[src/rtl/timer_pkg.sv]
// +--------------------------------------------------------------------------+
// | timer_pkg : shared types and constants for the mmio_timer register block  |
// | Revision  : 1.0                                                          |
// +--------------------------------------------------------------------------+
`default_nettype none

package timer_pkg;

  typedef enum logic [1:0] {
    ST_IDLE = 2'd0,
    ST_LOAD = 2'd1,
    ST_CNT  = 2'd2,
    ST_INT  = 2'd3
  } state_t;

  // Word offsets, i.e. addr[3:2]
  localparam logic [1:0] c_OFF_CTRL   = 2'd0;
  localparam logic [1:0] c_OFF_PRESET = 2'd1;
  localparam logic [1:0] c_OFF_COUNT  = 2'd2;
  localparam logic [1:0] c_OFF_UNMAP  = 2'd3;

  localparam int c_CTRL_EN       = 0;
  localparam int c_CTRL_MODE_LSB = 1;
  localparam int c_CTRL_IM       = 3;
  localparam int c_CTRL_W        = 4;

  localparam logic [1:0] c_MODE_ONESHOT = 2'b00;
  localparam logic [1:0] c_MODE_RELOAD  = 2'b01;

  // Only 01 reloads; 00 and both 1x encodings behave as one-shot.
  function automatic logic is_reload(input logic [1:0] i_mode);
    return (i_mode == c_MODE_RELOAD);
  endfunction

endpackage

`default_nettype wire

[src/rtl/byte_merge.sv]
// +--------------------------------------------------------------------------+
// | byte_merge : per-lane replace of a 32-bit word under byte enables         |
// | Revision   : 1.0                                                         |
// +--------------------------------------------------------------------------+
`default_nettype none

module byte_merge (
  input  logic [31:0] i_old,
  input  logic [31:0] i_wdata,
  input  logic [3:0]  i_byteen,
  output logic [31:0] o_merged
);

  generate
    for (genvar k = 0; k < 4; k++) begin : g_lane
      assign o_merged[8*k +: 8] = i_byteen[k] ? i_wdata[8*k +: 8] : i_old[8*k +: 8];
    end
  endgenerate

endmodule

`default_nettype wire

[src/rtl/mmio_timer.sv]
// +--------------------------------------------------------------------------+
// | mmio_timer : memory-mapped countdown timer with CTRL/PRESET/COUNT and irq |
// | Revision   : 1.0                                                         |
// +--------------------------------------------------------------------------+
`default_nettype none

module mmio_timer
  import timer_pkg::*;
#(
  parameter logic [31:0] BASE_ADDR = 32'h0000_7F00
) (
  input  logic        clk,
  input  logic        reset,
  input  logic [31:0] addr,
  input  logic [31:0] wdata,
  input  logic [3:0]  byteen,
  output logic [31:0] rdata,
  output logic        hit,
  output logic        irq
);

  state_t r_state;
  state_t w_state_nxt;

  logic [c_CTRL_W-1:0] r_ctrl;
  logic [31:0]         r_preset;
  logic [31:0]         r_count;
  logic                r_irq_flag;

  logic [1:0]  w_sel;
  logic        w_wr;
  logic        w_wr_ctrl;
  logic        w_wr_preset;
  logic [31:0] w_old;
  logic [31:0] w_merged;
  logic        w_en;
  logic [1:0]  w_mode;

  logic w_cnt_load;
  logic w_cnt_dec;
  logic w_cnt_zero;
  logic w_flag_set;
  logic w_flag_clr;
  logic w_en_clr;

  assign w_sel  = addr[3:2];
  assign hit    = (addr[31:4] == BASE_ADDR[31:4]) && (w_sel != c_OFF_UNMAP);
  assign w_wr   = hit && (|byteen);
  assign w_wr_ctrl   = w_wr && (w_sel == c_OFF_CTRL);
  assign w_wr_preset = w_wr && (w_sel == c_OFF_PRESET);

  assign w_en   = r_ctrl[c_CTRL_EN];
  assign w_mode = r_ctrl[c_CTRL_MODE_LSB +: 2];

  // One merge unit serves both writable registers; its old word follows the target.
  assign w_old = (w_sel == c_OFF_CTRL) ? {{(32-c_CTRL_W){1'b0}}, r_ctrl} : r_preset;

  byte_merge u_merge (
    .i_old    (w_old),
    .i_wdata  (wdata),
    .i_byteen (byteen),
    .o_merged (w_merged)
  );

  always_comb begin
    rdata = '0;
    if (hit) begin
      case (w_sel)
        c_OFF_CTRL:   rdata = {{(32-c_CTRL_W){1'b0}}, r_ctrl};
        c_OFF_PRESET: rdata = r_preset;
        c_OFF_COUNT:  rdata = r_count;
        default:      rdata = '0;
      endcase
    end
  end

  always_ff @(posedge clk or negedge reset) begin
    if (!reset) begin
      r_state <= ST_IDLE;
    end else begin
      r_state <= w_state_nxt;
    end
  end

  always_comb begin
    w_state_nxt = r_state;
    w_cnt_load  = 1'b0;
    w_cnt_dec   = 1'b0;
    w_cnt_zero  = 1'b0;
    w_flag_set  = 1'b0;
    w_flag_clr  = 1'b0;
    w_en_clr    = 1'b0;
    case (r_state)
      ST_IDLE: begin
        if (w_en) begin
          w_state_nxt = ST_LOAD;
        end
      end
      ST_LOAD: begin
        w_cnt_load  = 1'b1;
        w_state_nxt = ST_CNT;
      end
      ST_CNT: begin
        if (!w_en) begin
          w_state_nxt = ST_IDLE;
        end else if (r_count > 32'd1) begin
          w_cnt_dec = 1'b1;
        end else begin
          // PRESET of 0 lands here too, so it expires like PRESET of 1.
          w_cnt_zero  = 1'b1;
          w_flag_set  = 1'b1;
          w_state_nxt = ST_INT;
        end
      end
      ST_INT: begin
        if (is_reload(w_mode)) begin
          w_flag_clr  = 1'b1;
          w_state_nxt = ST_LOAD;
        end else begin
          w_en_clr    = 1'b1;
          w_state_nxt = ST_IDLE;
        end
      end
      default: begin
        w_state_nxt = ST_IDLE;
      end
    endcase
  end

  // Bus writes to CTRL take priority over FSM-driven EN and flag updates.
  always_ff @(posedge clk or negedge reset) begin
    if (!reset) begin
      r_ctrl     <= '0;
      r_preset   <= '0;
      r_count    <= '0;
      r_irq_flag <= 1'b0;
    end else begin
      if (w_wr_ctrl) begin
        r_ctrl <= w_merged[c_CTRL_W-1:0];
      end else if (w_en_clr) begin
        r_ctrl[c_CTRL_EN] <= 1'b0;
      end

      if (w_wr_preset) begin
        r_preset <= w_merged;
      end

      if (w_cnt_load) begin
        r_count <= r_preset;
      end else if (w_cnt_dec) begin
        r_count <= r_count - 32'd1;
      end else if (w_cnt_zero) begin
        r_count <= '0;
      end

      if (w_wr_ctrl) begin
        r_irq_flag <= 1'b0;
      end else if (w_flag_set) begin
        r_irq_flag <= 1'b1;
      end else if (w_flag_clr) begin
        r_irq_flag <= 1'b0;
      end
    end
  end

  assign irq = r_irq_flag & r_ctrl[c_CTRL_IM];

endmodule

`default_nettype wire

[config.mk]
export PLATFORM = sky130hd
export DESIGN_NAME = mmio_timer
export DESIGN_NICKNAME = d
export VERILOG_FILES = /design/src/rtl/timer_pkg.sv /design/src/rtl/byte_merge.sv /design/src/rtl/mmio_timer.sv
export SDC_FILE = /design/constraint.sdc
export NUM_CORES = 1
export LEC_CHECK = 0
export ABC_CLOCK_PERIOD_IN_PS = 4900
export CAP_MARGIN = 10
export CELL_PAD_IN_SITES_DETAIL_PLACEMENT = 1
export CELL_PAD_IN_SITES_GLOBAL_PLACEMENT = 1
export CORE_MARGIN = 2
export CORE_UTILIZATION = 40
export CTS_CLUSTER_DIAMETER = 30
export DETAILED_ROUTE_END_ITERATION = 16
export PLACE_DENSITY = 0.87
export SYNTH_ARGS = -nofsm -noshare
export SYNTH_HDL_FRONTEND = slang
export SYNTH_HIERARCHICAL = 1
export SYNTH_SLANG_ARGS = --single-unit
[constraint.sdc]
create_clock -name clk -period 4.9 [get_ports clk]
set_input_delay 0.49 -clock clk [delete_from_list [all_inputs] [get_ports clk]]
set_output_delay 0.49 -clock clk [all_outputs]
set_load 0.02 [all_outputs]
Word-level counts from Yosys, hierarchy flattened. Cells that the tools add are included.

Register bits after elaboration: 71. Bits of input ports: 70. Output and inout bits: 34. Word-level logic and storage cells: 73.

Add/subtract/negate cells: 1. Magnitude comparators: 1. Equal/unequal tests: 10. Multiplexer cells: 31. Bitwise operators: 1. Reduce and logical (&&, ||, !) cells: 19.

Operator list (number): two-way mux 32 bit (5); case mux 32 bit (3 select lines) (1); greater-than comparator 32 x 1 -> 1 bit, second input constant (1); two-way mux 8 bit (4); subtractor 32 x 1 -> 32 bit, second input constant (1); == test 28 x 11 -> 1 bit, second input constant (1); two-way mux 1 bit (17); AND reduction 2 bit (5); nonzero test 2 bit (5); case mux 2 bit (4 select lines) (1); == test 2 x 1 -> 1 bit, second input constant (3); == test 2 bit, second input constant (3); two-way mux 2 bit (3); nonzero test 3 bit (2); logical AND 1 bit (4); logical NOT 2 bit (2); inequality test 2 bit, second input constant (2); OR reduction 4 bit (1); inequality test 3 bit, second input constant (1); bitwise AND 1 bit (1).

Depth between registers and ports, before layout.
Word-level depth: 7. Mapped depth: 8. Gate-level depth less buffers: 7.

Hierarchy. The synthesis kept the hierarchy.

By module, submodules not included: mmio_timer (instances 1, cells each 479, area an instance 4495.6 sq um); byte_merge (instances 1, cells each 36, area an instance 525.5 sq um).

Worst setup path before layout. Ideal clock, no wire load.

Kind: input to output. Start: input addr[2]. End: output rdata[11]. Data arrival time: 2.000 ns. Setup slack: 2.410 ns. Cell stages on the path: 6. Path buffers: 3. Path through: clkbuf_1 > nor2b_1 > clkbuf_1 > clkbuf_1 > a22oi_1 > nor2_1.

Word-level cells in the longest chain between the ends: 3. Elaborated cells between the ends (all ways): 7. Those cells by class: eq/ne: 3; mux: 2; reduce/logical: 2.

RTL lines: start, declared (line mmio_timer.sv:14) `input logic [31:0] addr,`; == test 2 bit, or another cell as far along (line mmio_timer.sv:68) `case (w_sel)`; case mux 32 bit (3 select lines) or logical AND 1 bit (tied branches) (line mmio_timer.sv:68, mmio_timer.sv:47); two-way mux 32 bit (*) (line mmio_timer.sv:67) `if (hit) begin`; end, declared (line mmio_timer.sv:17) `output logic [31:0] rdata,`.

Mark *: on every way between the ends. The rest lies on a longest branch, timed or not.

Worst setup path after layout.
Start: input addr[3]. End: output rdata[10].

Same word-level chain as after synthesis.

==> results.md <==
* Largest net degree at the start of global routing at 49
* Post-CTS setup buffers at 0
* CP Max Fanout at 17
* DR DRC count at 0
* FF-to-FF path depth at 7
* Crit path capture type: primary output
* Sequential Area at 0.00178 sq mm
* Synth Register Bits at 71
* Die width at 116 um
* Post-route core utilization at 0.524
* Seq/Total Area, Yosys at 0.354
* Cts repair resizes at 0
* Post-Route WL at 15.7 mm
* Unrepaired setup endpoints after global routing: no
* Drt wl/cell at 20.7 um
* Cell count after synthesis at 515
* Vias at 4565
* Post-synth EDFFs at 0
* GR Layer Usage met3 at 0.0507
* H-tree depth at 3
* Synth cell types at 62
* Fin crit period at 3790 ps
* Worst slew margin at 0.154
* Grt ovf at 0
* CP Class: in -> out
* Syn Area/Cell at 9.75 sq um
* Main flop type after synthesis: dfrtp_1
* CTS Root Cell: clkbuf_16
* Clk pin slew, worst setup/hold paths at 50 ps
* Yosys top cell area share at 0.354
* Global-route met2 utilization at 0.409
* Detail Placement HPWL at 10.7 mm
* CTS sink cnt at 71
* Antenna diodes at 0
* Vias per cell at 6.00
* Num CTS Buffers at 9
* GRT busiest layer: met2
* Final Max Tran Viols at 0
* Multi-input gate area at 0.00299 sq mm
* Async set-reset flop share out of synthesis at 1.00
* Cell with the most instances after synthesis: dfrtp_1
* IO Pins at 104
* Number of global-route vias before repair at 5038
* Tcrit/Tclk final at 0.774
* Core Box Area at 0.0121 sq mm
* GRT met1 Usage at 0.302
* Crit path DAT at 3300 ps
* R2R setup slack at 2120 ps
* Worst R2R Start: r_count[0]$_DFFE_PN0P_
* GRT Total Usage at 0.243
* Share of cells above drive strength 1 at 0.179
* CTS tree: done
* Actual slew at the worst max-slew pin at 1270 ps
* Crit-path slowest cell: clkdlybuf4s50_1
* Crit path cell chain: clkdlybuf4s50_1, nor2b_2, buf_4, a22oi_1, nor2_1, clkdlybuf4s50_1
* CP Launch Type: input port
* Final setup vio count at 0
* Yosys warning total at 6
* Starting Density at 0.415
* Peak supply drop at 0.162 mV
* Fin Setup TNS at 0 ps
* First-pass GRT wire length at 25.4 mm
* Clk_skew at 3.43 ps
* Total Die Area at 0.0135 sq mm
* Max-cap violations at 0
* CTS max path bufs at 2
* I/O Buffers at 101
* Cell Rows at 40
* Hold-fix buffer count after cts at 0
* Layout fillers at 1358
* Reg2reg end: r_count[16]$_DFFE_PN0P_
* Final hold vios at 0
* Mapped cell area at 0.00502 sq mm
* Worst skew pair latency at 340 ps
* Crit-path most repeated cell: clkdlybuf4s50_1
* DRT antenna net count at 0
* Hold Crit Class: in -> async
* Initial DRC count at 271
* Power Dens Cells at 207 mW/mm^2
* Area growth syn-to-layout at 26.4%
* Initial antenna violation count at 0
* Achievable Freq at 0.264 GHz
* Nets at 662
* Critical Path RT at 4410 ps
* Status: finished clean
* Drt first pass iters at 7
* Top cell types by occurrence after synthesis: dfrtp_1, nor2_1, mux2_2, a22oi_1, nor2b_1
* Synth area leader: dfrtp_1
* Die Ht at 116 um
* Cell leakage power at 2.75 nW
* Crit-path max cell delay at 790 ps
* Synth area leaders: dfrtp_1, mux2_4, mux2_2
* GP Congestion at 0.905
* Syn nets at 587
[cell usage in the layout (no fill, tap or decap), drive strengths merged, types with 4 or more instances in the layout]
cell and instances:
clkdlybuf4s50 100, dfrtp 71, mux2 71, nor2 55, a22oi 33, nor2b 33, nand2 20, a21oi 18
nor4 17, o21ai 15, nor3 14, clkbuf 13, a221o 10, buf 10, and3 9, o31ai 8
nand3 7, nand4 6, mux2i 6, inv 5, xnor2 5, nor4b 5, or3 4, xor2 4
o211ai 4, or4 4
[state kept, by name, indices dropped and copies added (netlist names)]
name        count
r_irq_flag      1
r_preset       32
r_ctrl          4
r_count        32
r_state         2
[worst max path at each step]
stage,startpoint,to,slack (ps),cells past startpoint
after floorplan,addr[2],rdata[11],2410,6
after global placement,addr[2],rdata[31],1240,6
after detailed placement,addr[3],rdata[10],1180,6
after global routing,addr[3],rdata[15],940,6
final,addr[3],rdata[10],1110,6
after CTS,addr[3],rdata[10],1160,6
[area by class of cell]
| type | instances | area share |
|---|---|---|
| multi-input combinational | 392 | 0.471 |
| timing repair buffer | 110 | 0.171 |
| clock buffer | 13 | 0.0410 |
| inverter | 6 | 0.00355 |
| clock inverter | 1 | 0.000788 |
| sequential | 71 | 0.280 |
| tap | 168 | 0.0331 |
[worst max-delay path: cells and delay by family]
kind | cells | cell delay (ps)
buffers and inverters | 3 | 1780
AOI/OAI and AO/OA | 1 | 120
and+or+nand+nor | 2 | 890
[cells by family after synthesis]
group | Yosys count | share of synthesized area
AND/OR/NAND/NOR | 193 | 0.216
AO/OA/AOI/OAI | 111 | 0.160
multiplexers | 77 | 0.195
flip-flops | 71 | 0.354
buffers and inverters | 52 | 0.0546
XOR/XNOR | 9 | 0.0157
adder cells (fa/ha/maj) | 2 | 0.00498
[metal layers]
layer | up-vias | part of all wire
met2 | 180 | 0.49
met5 | - | 0
met1 | 2283 | 0.43
li1 | 2079 | -
met3 | 23 | 0.063
met4 | 0 | 0.016
[report_power, final]
group          internal (W)  leakage [nW]  total (W)   switching [W]
Clock              0.000364         0.132   0.000601        0.000237
Combinational     0.0000761          1.63   0.000129       0.0000526
Sequential         0.000587         0.987   0.000587  0.000000000134
[metrics by stage]
step	instances	hold slack (ps)	total power (W)	instance area, sq um	worst slack, ps
global route	761	117	0.00136	6350	940
detailed placement	746	514	0.000724	6060	1180
floorplan	515	194	0.000647	5020	2410
CTS	760	412	0.00132	6330	1160
finish	761	88.0	0.00132	6350	1110
global placement	746	504	0.000721	6060	1240
Note: power is estimated with default switching activity, not from simulation.
